### config.mk
export PLATFORM = sky130hd
export DESIGN_NAME = ctrl_interface_mc
export DESIGN_NICKNAME = d
export VERILOG_FILES = /design/src/rtl/ctrl_interface_pkg.sv /design/src/rtl/ctrl_interface_mc_addr_ptr.sv /design/src/rtl/ctrl_interface_mc.sv
export SDC_FILE = /design/constraint.sdc
export NUM_CORES = 1
export LEC_CHECK = 0
export ABC_AREA = 0
export CELL_PAD_IN_SITES_DETAIL_PLACEMENT = 1
export CELL_PAD_IN_SITES_GLOBAL_PLACEMENT = 1
export CORE_AREA = 2 2 65 92
export CTS_CLUSTER_DIAMETER = 50
export DETAILED_ROUTE_END_ITERATION = 16
export DIE_AREA = 0 0 67 94
export PLACE_DENSITY_LB_ADDON = 0.1
export SYNTH_ARGS = -nofsm -noshare
export SYNTH_HDL_FRONTEND = slang
export SYNTH_SLANG_ARGS = --single-unit
### constraint.sdc
create_clock -name clk -period 3.6 [get_ports clk]
set_input_delay 0.72 -clock clk [delete_from_list [all_inputs] [get_ports clk]]
set_output_delay 0.72 -clock clk [all_outputs]
set_load 0.03 [all_outputs]
### src/rtl/ctrl_interface_pkg.sv
// Shared command codes and data-out select codes for the multi-channel
// NoC interface controller.
package ctrl_interface_pkg;

    typedef enum logic [4:0] {
        CONF_REG  = 5'd0,
        MEM_IN    = 5'd1,
        MEM_OUT   = 5'd2,
        CR_WR_PTR = 5'd3,
        MI_WR_PTR = 5'd4,
        MO_RD_PTR = 5'd5,
        CH_SEL    = 5'd6,
        STAT_REG  = 5'd30,
        ID_REG    = 5'd31
    } conf_cmd_e;

    localparam int MUX_ID     = 0;
    localparam int MUX_STAT   = 1;
    localparam int MUX_CONF   = 2;
    localparam int MUX_MEMOUT = 3;
    localparam int MUX_MEMIN  = 4;
    localparam int MUX_CR_PTR = 5;
    localparam int MUX_MI_PTR = 6;
    localparam int MUX_MO_PTR = 7;
    localparam int MUX_CH_SEL = 8;

endpackage

### src/rtl/ctrl_interface_mc_addr_ptr.sv
// Post-incrementing address pointer with load, wrap at DEPTH-1 and a
// single-cycle wrap pulse that coincides with the wrapping strobe.
module addr_ptr #(
    parameter int WIDTH = 6,
    parameter int DEPTH = 64
) (
    input  logic             clk,
    input  logic             srst,
    input  logic             load,
    input  logic [WIDTH-1:0] load_val,
    input  logic             inc,
    output logic [WIDTH-1:0] ptr,
    output logic             wrap
);

    localparam logic [WIDTH:0]   DEPTH_W = (WIDTH+1)'(DEPTH);
    localparam logic [WIDTH-1:0] LAST    = WIDTH'(DEPTH - 1);

    logic [WIDTH-1:0] ptr_q;
    logic [WIDTH-1:0] ptr_d;
    logic             at_last;

    always_comb begin
        at_last = (ptr_q == LAST);
        wrap    = inc & ~load & at_last;
        ptr_d   = ptr_q;
        if (load) begin
            // Start values beyond the memory depth fall back to address 0.
            ptr_d = ({1'b0, load_val} >= DEPTH_W) ? '0 : load_val;
        end else if (inc) begin
            ptr_d = at_last ? '0 : ptr_q + 1'b1;
        end
    end

    always_ff @(posedge clk) begin
        if (srst) begin
            ptr_q <= '0;
        end else begin
            ptr_q <= ptr_d;
        end
    end

    assign ptr = ptr_q;

endmodule

### src/rtl/ctrl_interface_mc.sv
// Multi-channel NoC interface controller: decodes protocol commands into
// memory/config strobes, per-memory address pointers, channel select and wrap flags.
module ctrl_interface_mc
    import ctrl_interface_pkg::*;
#(
    parameter int NUM_MEMI        = 2,
    parameter int NUM_MEMO        = 2,
    parameter int CH_WIDTH        = 2,
    parameter int ADDR_WIDTH_PTR  = 6,
    parameter int ADDR_WIDTH_MEMI = 6,
    parameter int ADDR_WIDTH_MEMO = 6,
    parameter int ADDR_WIDTH_CR   = 1,
    parameter int DEPTH_MEMI      = 64,
    parameter int DEPTH_MEMO      = 64,
    parameter int SIZE_MUX        = 4
) (
    input  logic                                clk,
    input  logic                                rst_a,
    input  logic                                en_s,
    input  logic                                read,
    input  logic                                write,
    input  logic [4:0]                          conf_dbus,
    input  logic [ADDR_WIDTH_PTR-1:0]           init_ptr,
    output logic [SIZE_MUX-1:0]                 sel_mux,
    output logic [CH_WIDTH-1:0]                 ch_sel,
    output logic [ADDR_WIDTH_CR-1:0]            wr_addr_ConfigReg,
    output logic [NUM_MEMI*ADDR_WIDTH_MEMI-1:0] wr_addr_MemIn,
    output logic [NUM_MEMO*ADDR_WIDTH_MEMO-1:0] rd_addr_MemOut,
    output logic                                wr_en_ConfigReg,
    output logic [NUM_MEMI-1:0]                 wr_en_MemIn,
    output logic [NUM_MEMO-1:0]                 rd_en_MemOut,
    output logic                                en_clear,
    output logic [NUM_MEMI+NUM_MEMO-1:0]        wrap_flags
);

    logic                         active;
    logic                         mi_wr;
    logic                         mo_rd;
    logic                         cr_ld;
    logic                         mi_ld;
    logic                         mo_ld;
    logic                         ch_ld;
    logic [NUM_MEMI-1:0]          wrap_mi;
    logic [NUM_MEMO-1:0]          wrap_mo;
    logic [CH_WIDTH-1:0]          ch_sel_q;
    logic [CH_WIDTH-1:0]          ch_sel_d;
    logic [NUM_MEMI+NUM_MEMO-1:0] wrap_flags_q;
    logic [NUM_MEMI+NUM_MEMO-1:0] wrap_flags_d;

    // Reset forces every strobe low, so pointers see no increments during reset.
    always_comb begin
        active          = en_s & ~rst_a;
        mo_rd           = active & read  & (conf_dbus == MEM_OUT);
        mi_wr           = active & write & (conf_dbus == MEM_IN);
        wr_en_ConfigReg = active & write & (conf_dbus == CONF_REG);
        en_clear        = active & write & (conf_dbus == STAT_REG);
        cr_ld           = active & write & (conf_dbus == CR_WR_PTR);
        mi_ld           = active & write & (conf_dbus == MI_WR_PTR);
        mo_ld           = active & write & (conf_dbus == MO_RD_PTR);
        ch_ld           = active & write & (conf_dbus == CH_SEL);
    end

    always_comb begin
        case (conf_dbus)
            CONF_REG:  sel_mux = SIZE_MUX'(MUX_CONF);
            MEM_OUT:   sel_mux = SIZE_MUX'(MUX_MEMOUT);
            MEM_IN:    sel_mux = SIZE_MUX'(MUX_MEMIN);
            STAT_REG:  sel_mux = SIZE_MUX'(MUX_STAT);
            CR_WR_PTR: sel_mux = SIZE_MUX'(MUX_CR_PTR);
            MI_WR_PTR: sel_mux = SIZE_MUX'(MUX_MI_PTR);
            MO_RD_PTR: sel_mux = SIZE_MUX'(MUX_MO_PTR);
            CH_SEL:    sel_mux = SIZE_MUX'(MUX_CH_SEL);
            default:   sel_mux = SIZE_MUX'(MUX_ID);
        endcase
    end

    // A channel index with no matching memory selects nothing, so strobes
    // and loads on an out-of-range ch_sel are dropped here.
    generate
        for (genvar gi = 0; gi < NUM_MEMI; gi++) begin : g_memi
            logic hit;
            assign hit             = (ch_sel_q == CH_WIDTH'(gi));
            assign wr_en_MemIn[gi] = mi_wr & hit;

            addr_ptr #(
                .WIDTH (ADDR_WIDTH_MEMI),
                .DEPTH (DEPTH_MEMI)
            ) u_ptr (
                .clk      (clk),
                .srst     (rst_a),
                .load     (mi_ld & hit),
                .load_val (init_ptr[ADDR_WIDTH_MEMI-1:0]),
                .inc      (mi_wr & hit),
                .ptr      (wr_addr_MemIn[gi*ADDR_WIDTH_MEMI +: ADDR_WIDTH_MEMI]),
                .wrap     (wrap_mi[gi])
            );
        end

        for (genvar gi = 0; gi < NUM_MEMO; gi++) begin : g_memo
            logic hit;
            assign hit              = (ch_sel_q == CH_WIDTH'(gi));
            assign rd_en_MemOut[gi] = mo_rd & hit;

            addr_ptr #(
                .WIDTH (ADDR_WIDTH_MEMO),
                .DEPTH (DEPTH_MEMO)
            ) u_ptr (
                .clk      (clk),
                .srst     (rst_a),
                .load     (mo_ld & hit),
                .load_val (init_ptr[ADDR_WIDTH_MEMO-1:0]),
                .inc      (mo_rd & hit),
                .ptr      (rd_addr_MemOut[gi*ADDR_WIDTH_MEMO +: ADDR_WIDTH_MEMO]),
                .wrap     (wrap_mo[gi])
            );
        end
    endgenerate

    addr_ptr #(
        .WIDTH (ADDR_WIDTH_CR),
        .DEPTH (1 << ADDR_WIDTH_CR)
    ) u_cr_ptr (
        .clk      (clk),
        .srst     (rst_a),
        .load     (cr_ld),
        .load_val (init_ptr[ADDR_WIDTH_CR-1:0]),
        .inc      (wr_en_ConfigReg),
        .ptr      (wr_addr_ConfigReg),
        .wrap     ()
    );

    // A wrap arriving together with a clear keeps its flag set.
    always_comb begin
        ch_sel_d     = ch_ld ? init_ptr[CH_WIDTH-1:0] : ch_sel_q;
        wrap_flags_d = en_clear ? '0 : wrap_flags_q;
        wrap_flags_d = wrap_flags_d | {wrap_mo, wrap_mi};
    end

    always_ff @(posedge clk) begin
        if (rst_a) begin
            ch_sel_q     <= '0;
            wrap_flags_q <= '0;
        end else begin
            ch_sel_q     <= ch_sel_d;
            wrap_flags_q <= wrap_flags_d;
        end
    end

    assign ch_sel     = ch_sel_q;
    assign wrap_flags = wrap_flags_q;

endmodule

==> flow_summary.json <==
{
  "synth_nets": 276,
  "timing.rr.end": "g_memi[0].u_ptr.ptr[2]$_SDFFE_PP0P_",
  "synth_flop_cell": "dfxtp_1",
  "dieArea_um2": 6298,
  "core_area_um2": 5445,
  "place_congestion": 0.8007,
  "grt_use_total": 0.2241,
  "path_class": "input port to output pin",
  "cp_top_family": "buffers and inverters",
  "pwr-share-seq": 0.471,
  "clk_path_buf_depth": 2,
  "clkLatencyLatePin_ns": 0.28,
  "firstDrtPassIters": 4,
  "pwr-share-comb": 0.104,
  "finalHoldViolCount": 0,
  "finalSetupViolations": 0,
  "synth_cells": 256,
  "arrival_ns": 2.69,
  "drt_iter0_markers": 100,
  "area_growth_pct": 37.29,
  "synth_top_area_frac": 0.3145,
  "yosys-top-cells-area": "dfxtp_1 (31%), a21oi_1 (5.6%), o21ai_0 (5.6%)",
  "cts_setup_buffers": 0,
  "diodes": 0,
  "setup_tns_ns": 0,
  "drv_slew": 0,
  "worstHoldStart": "g_memi[0].u_ptr.ptr[1]$_SDFFE_PP0P_",
  "finish.net_count": 337,
  "startpoint_type": "input port",
  "skew_ns": 0.004458,
  "cts_tree": "built",
  "hold_path.class": "flop to flop",
  "regToRegSetupSlack_ns": 1.76,
  "fillers": 684,
  "ys_types": 54,
  "netlist_area_um2": 1973,
  "via_count": 2171,
  "worst_pin_slew_ns": 0.4437,
  "ant_nets": 0,
  "die_x_um": 67,
  "routedWlPerCell_um": 17.11,
  "r2r-start": "ch_sel[0]$_SDFFE_PP0P_",
  "period_needed_ns": 3.410,
  "antenna_found_initial": 0,
  "cts_hold_buf": 0,
  "drc": 0,
  "numCtsBuffers": 5,
  "final.period_utilization": 0.9473,
  "ys_ff_latch": 31,
  "overflow": 0,
  "max_freq_mhz": 293.2,
  "end_kind": "output pin",
  "r2r_cells": 6,
  "rows": 32,
  "utilization": 0.4975,
  "p_per_area_nw_per_um2": 269.8,
  "drive_gt1_frac": 0.1226,
  "critPathRequiredTime_ns": 2.88,
  "cts_sinks": 31,
  "vias_per_cell": 5.624,
  "grt_max_degree": 31,
  "max_stage_delay_ns": 0.69,
  "hold_depth": 2,
  "ys_top_cells_by_count": "dfxtp_1 (31), nor2_1 (25), nand2_1 (24)",
  "pwr-share-clk": 0.425,
  "p_leak_nw": 0.9741,
  "cts_root_buf": "clkbuf_8",
  "io_buffers": 56,
  "yosysSeqAreaShare": 0.3145,
  "synth_most_common_cell": "dfxtp_1",
  "switching_share": 0.2478,
  "dp_hpwl_um": 4926,
  "die_height_um": 94,
  "clk_pin_slew_ns": 0.07,
  "rsz0062_at_grt": "no",
  "synth_edf_count": 0,
  "grt_pass1_wl_um": 10750,
  "cap_viol_max_count": 0,
  "internal_power_uw": 549.7,
  "cp_slowest_cell": "clkdlybuf4s50_1",
  "yosysWarningCount": 0,
  "outcome": "finished, final reports clean",
  "holdWs_ns": 0.5015,
  "slew_headroom": 0.7015,
  "grt_pass1_vias": 2228,
  "holdPathEnd": "g_memi[0].u_ptr.ptr[1]$_SDFFE_PP0P_",
  "switchingPower_uw": 181.1,
  "worst-path-buf-inv": 2,
  "crit_chain": "clkdlybuf4s50_1 > or3_1 > o21ai_0 > nand2_1 > o21ai_0 > clkdlybuf4s50_1",
  "ir_worst_vdd_mv": 0.1503,
  "synth.avg_cell_area_um2": 7.708,
  "cts_resized": 0,
  "wirelength_um": 6604,
  "pin_count": 57,
  "start_util": 0.3624,
  "async_reset_ff_frac": 0,
  "htree_levels": 2,
  "yosys.area.top_type": "dfxtp_1",
  "crit_fanout": 6
}
## how the worst max path moves through the flow
stage	cells after the start	start	to	slack, ns
floorplan	4	conf_dbus[2]	wr_en_ConfigReg	0.62
global placement	6	conf_dbus[2]	sel_mux[0]	0.24
detailed placement	6	conf_dbus[2]	sel_mux[0]	0.17
CTS	6	conf_dbus[2]	sel_mux[0]	0.17
global route	6	conf_dbus[2]	sel_mux[0]	0.06
finish	6	conf_dbus[2]	sel_mux[0]	0.19
## final cells by class
cell class,count,area [µm²],share of cell area
sequential,31,620.6,0.2291
timing repair buffer,68,635.6,0.2346
inverter,11,46.29,0.01709
clock buffer,8,100.1,0.03695
multi-input combinational,200,1221,0.4508
tap,68,85.08,0.03141
## worst reg2reg max path, cell delays in order (launching register included)
cell     delay (ns)
dfxtp_1        0.36
or2_2          0.40
nor4_2         0.42
buf_4          0.23
nor2_1         0.07
o21ai_1        0.16
a21oi_1        0.08
## flip-flops by register name, indices dropped and copies added (netlist names)
signal and cells:
ch_sel 2, g_memi.u_ptr.ptr 12, wrap_flags 4, g_memo.u_ptr.ptr 12, u_cr_ptr.ptr 1
## metrics by stage
step	worst slack (ns)	cell area [µm²]	instances	power (mW)
6_report	0.1896	2709	386	0.7308
4_1_cts	0.1743	2709	386	0.7387
3_5_place_dp	0.1744	2609	378	0.4279
5_1_grt	0.06132	2709	386	0.7582
3_3_place_gp	0.2424	2609	378	0.4275
2_1_floorplan	0.6154	1973	256	0.3870
## cells by family (layout without fill, tap and decap cells)
logic type / count (synthesis) / after routing / share of synthesized area
and+or+nand+nor: 116 / 116 / 0.3272
AOI/OAI and AO/OA: 72 / 72 / 0.2283
DFF: 31 / 31 / 0.3145
buffers and inverters: 25 / 87 / 0.06657
xor gates and xnor gates: 5 / 5 / 0.02219
adders and majority gates: 4 / 4 / 0.02537
muxes: 3 / 3 / 0.01585
## power groups by stage
stage	registers, mW	logic, mW	clock network, mW
6_report	0.344	0.0764	0.310
5_1_grt	0.344	0.0817	0.333
4_1_cts	0.344	0.0762	0.318
3_5_place_dp	0.352	0.0759	0
3_3_place_gp	0.352	0.0755	0
2_1_floorplan	0.353	0.0340	0
## metal layers
| layer | share of wire | vias to the layer above | GRT usage |
|---|---|---|---|
| li1 | - | 1062 | - |
| met1 | 0.45 | 1057 | 0.2765 |
| met2 | 0.50 | 41 | 0.3861 |
| met3 | 0.030 | 11 | 0.03237 |
| met4 | 0.021 | 0 | 0.08163 |
| met5 | 0 | - | 0 |
## cell usage in the layout (no fill, tap or decap), types with 3 or more instances in the layout
master and count:
a22oi_1 10, clkdlybuf4s50_1 50, dfxtp_1 31, clkbuf_8 7
nand2_1 24, nand2b_1 3, buf_4 18, ha_1 4
nor3b_1 3, a21oi_1 22, nor3_1 11, and3_1 4
or3_1 5, a32oi_1 5, nand4_1 4, nor2_1 25
xnor2_1 4, o21ai_0 22, nand3_1 16, inv_1 9
Power figures use the tool's default switching activity.
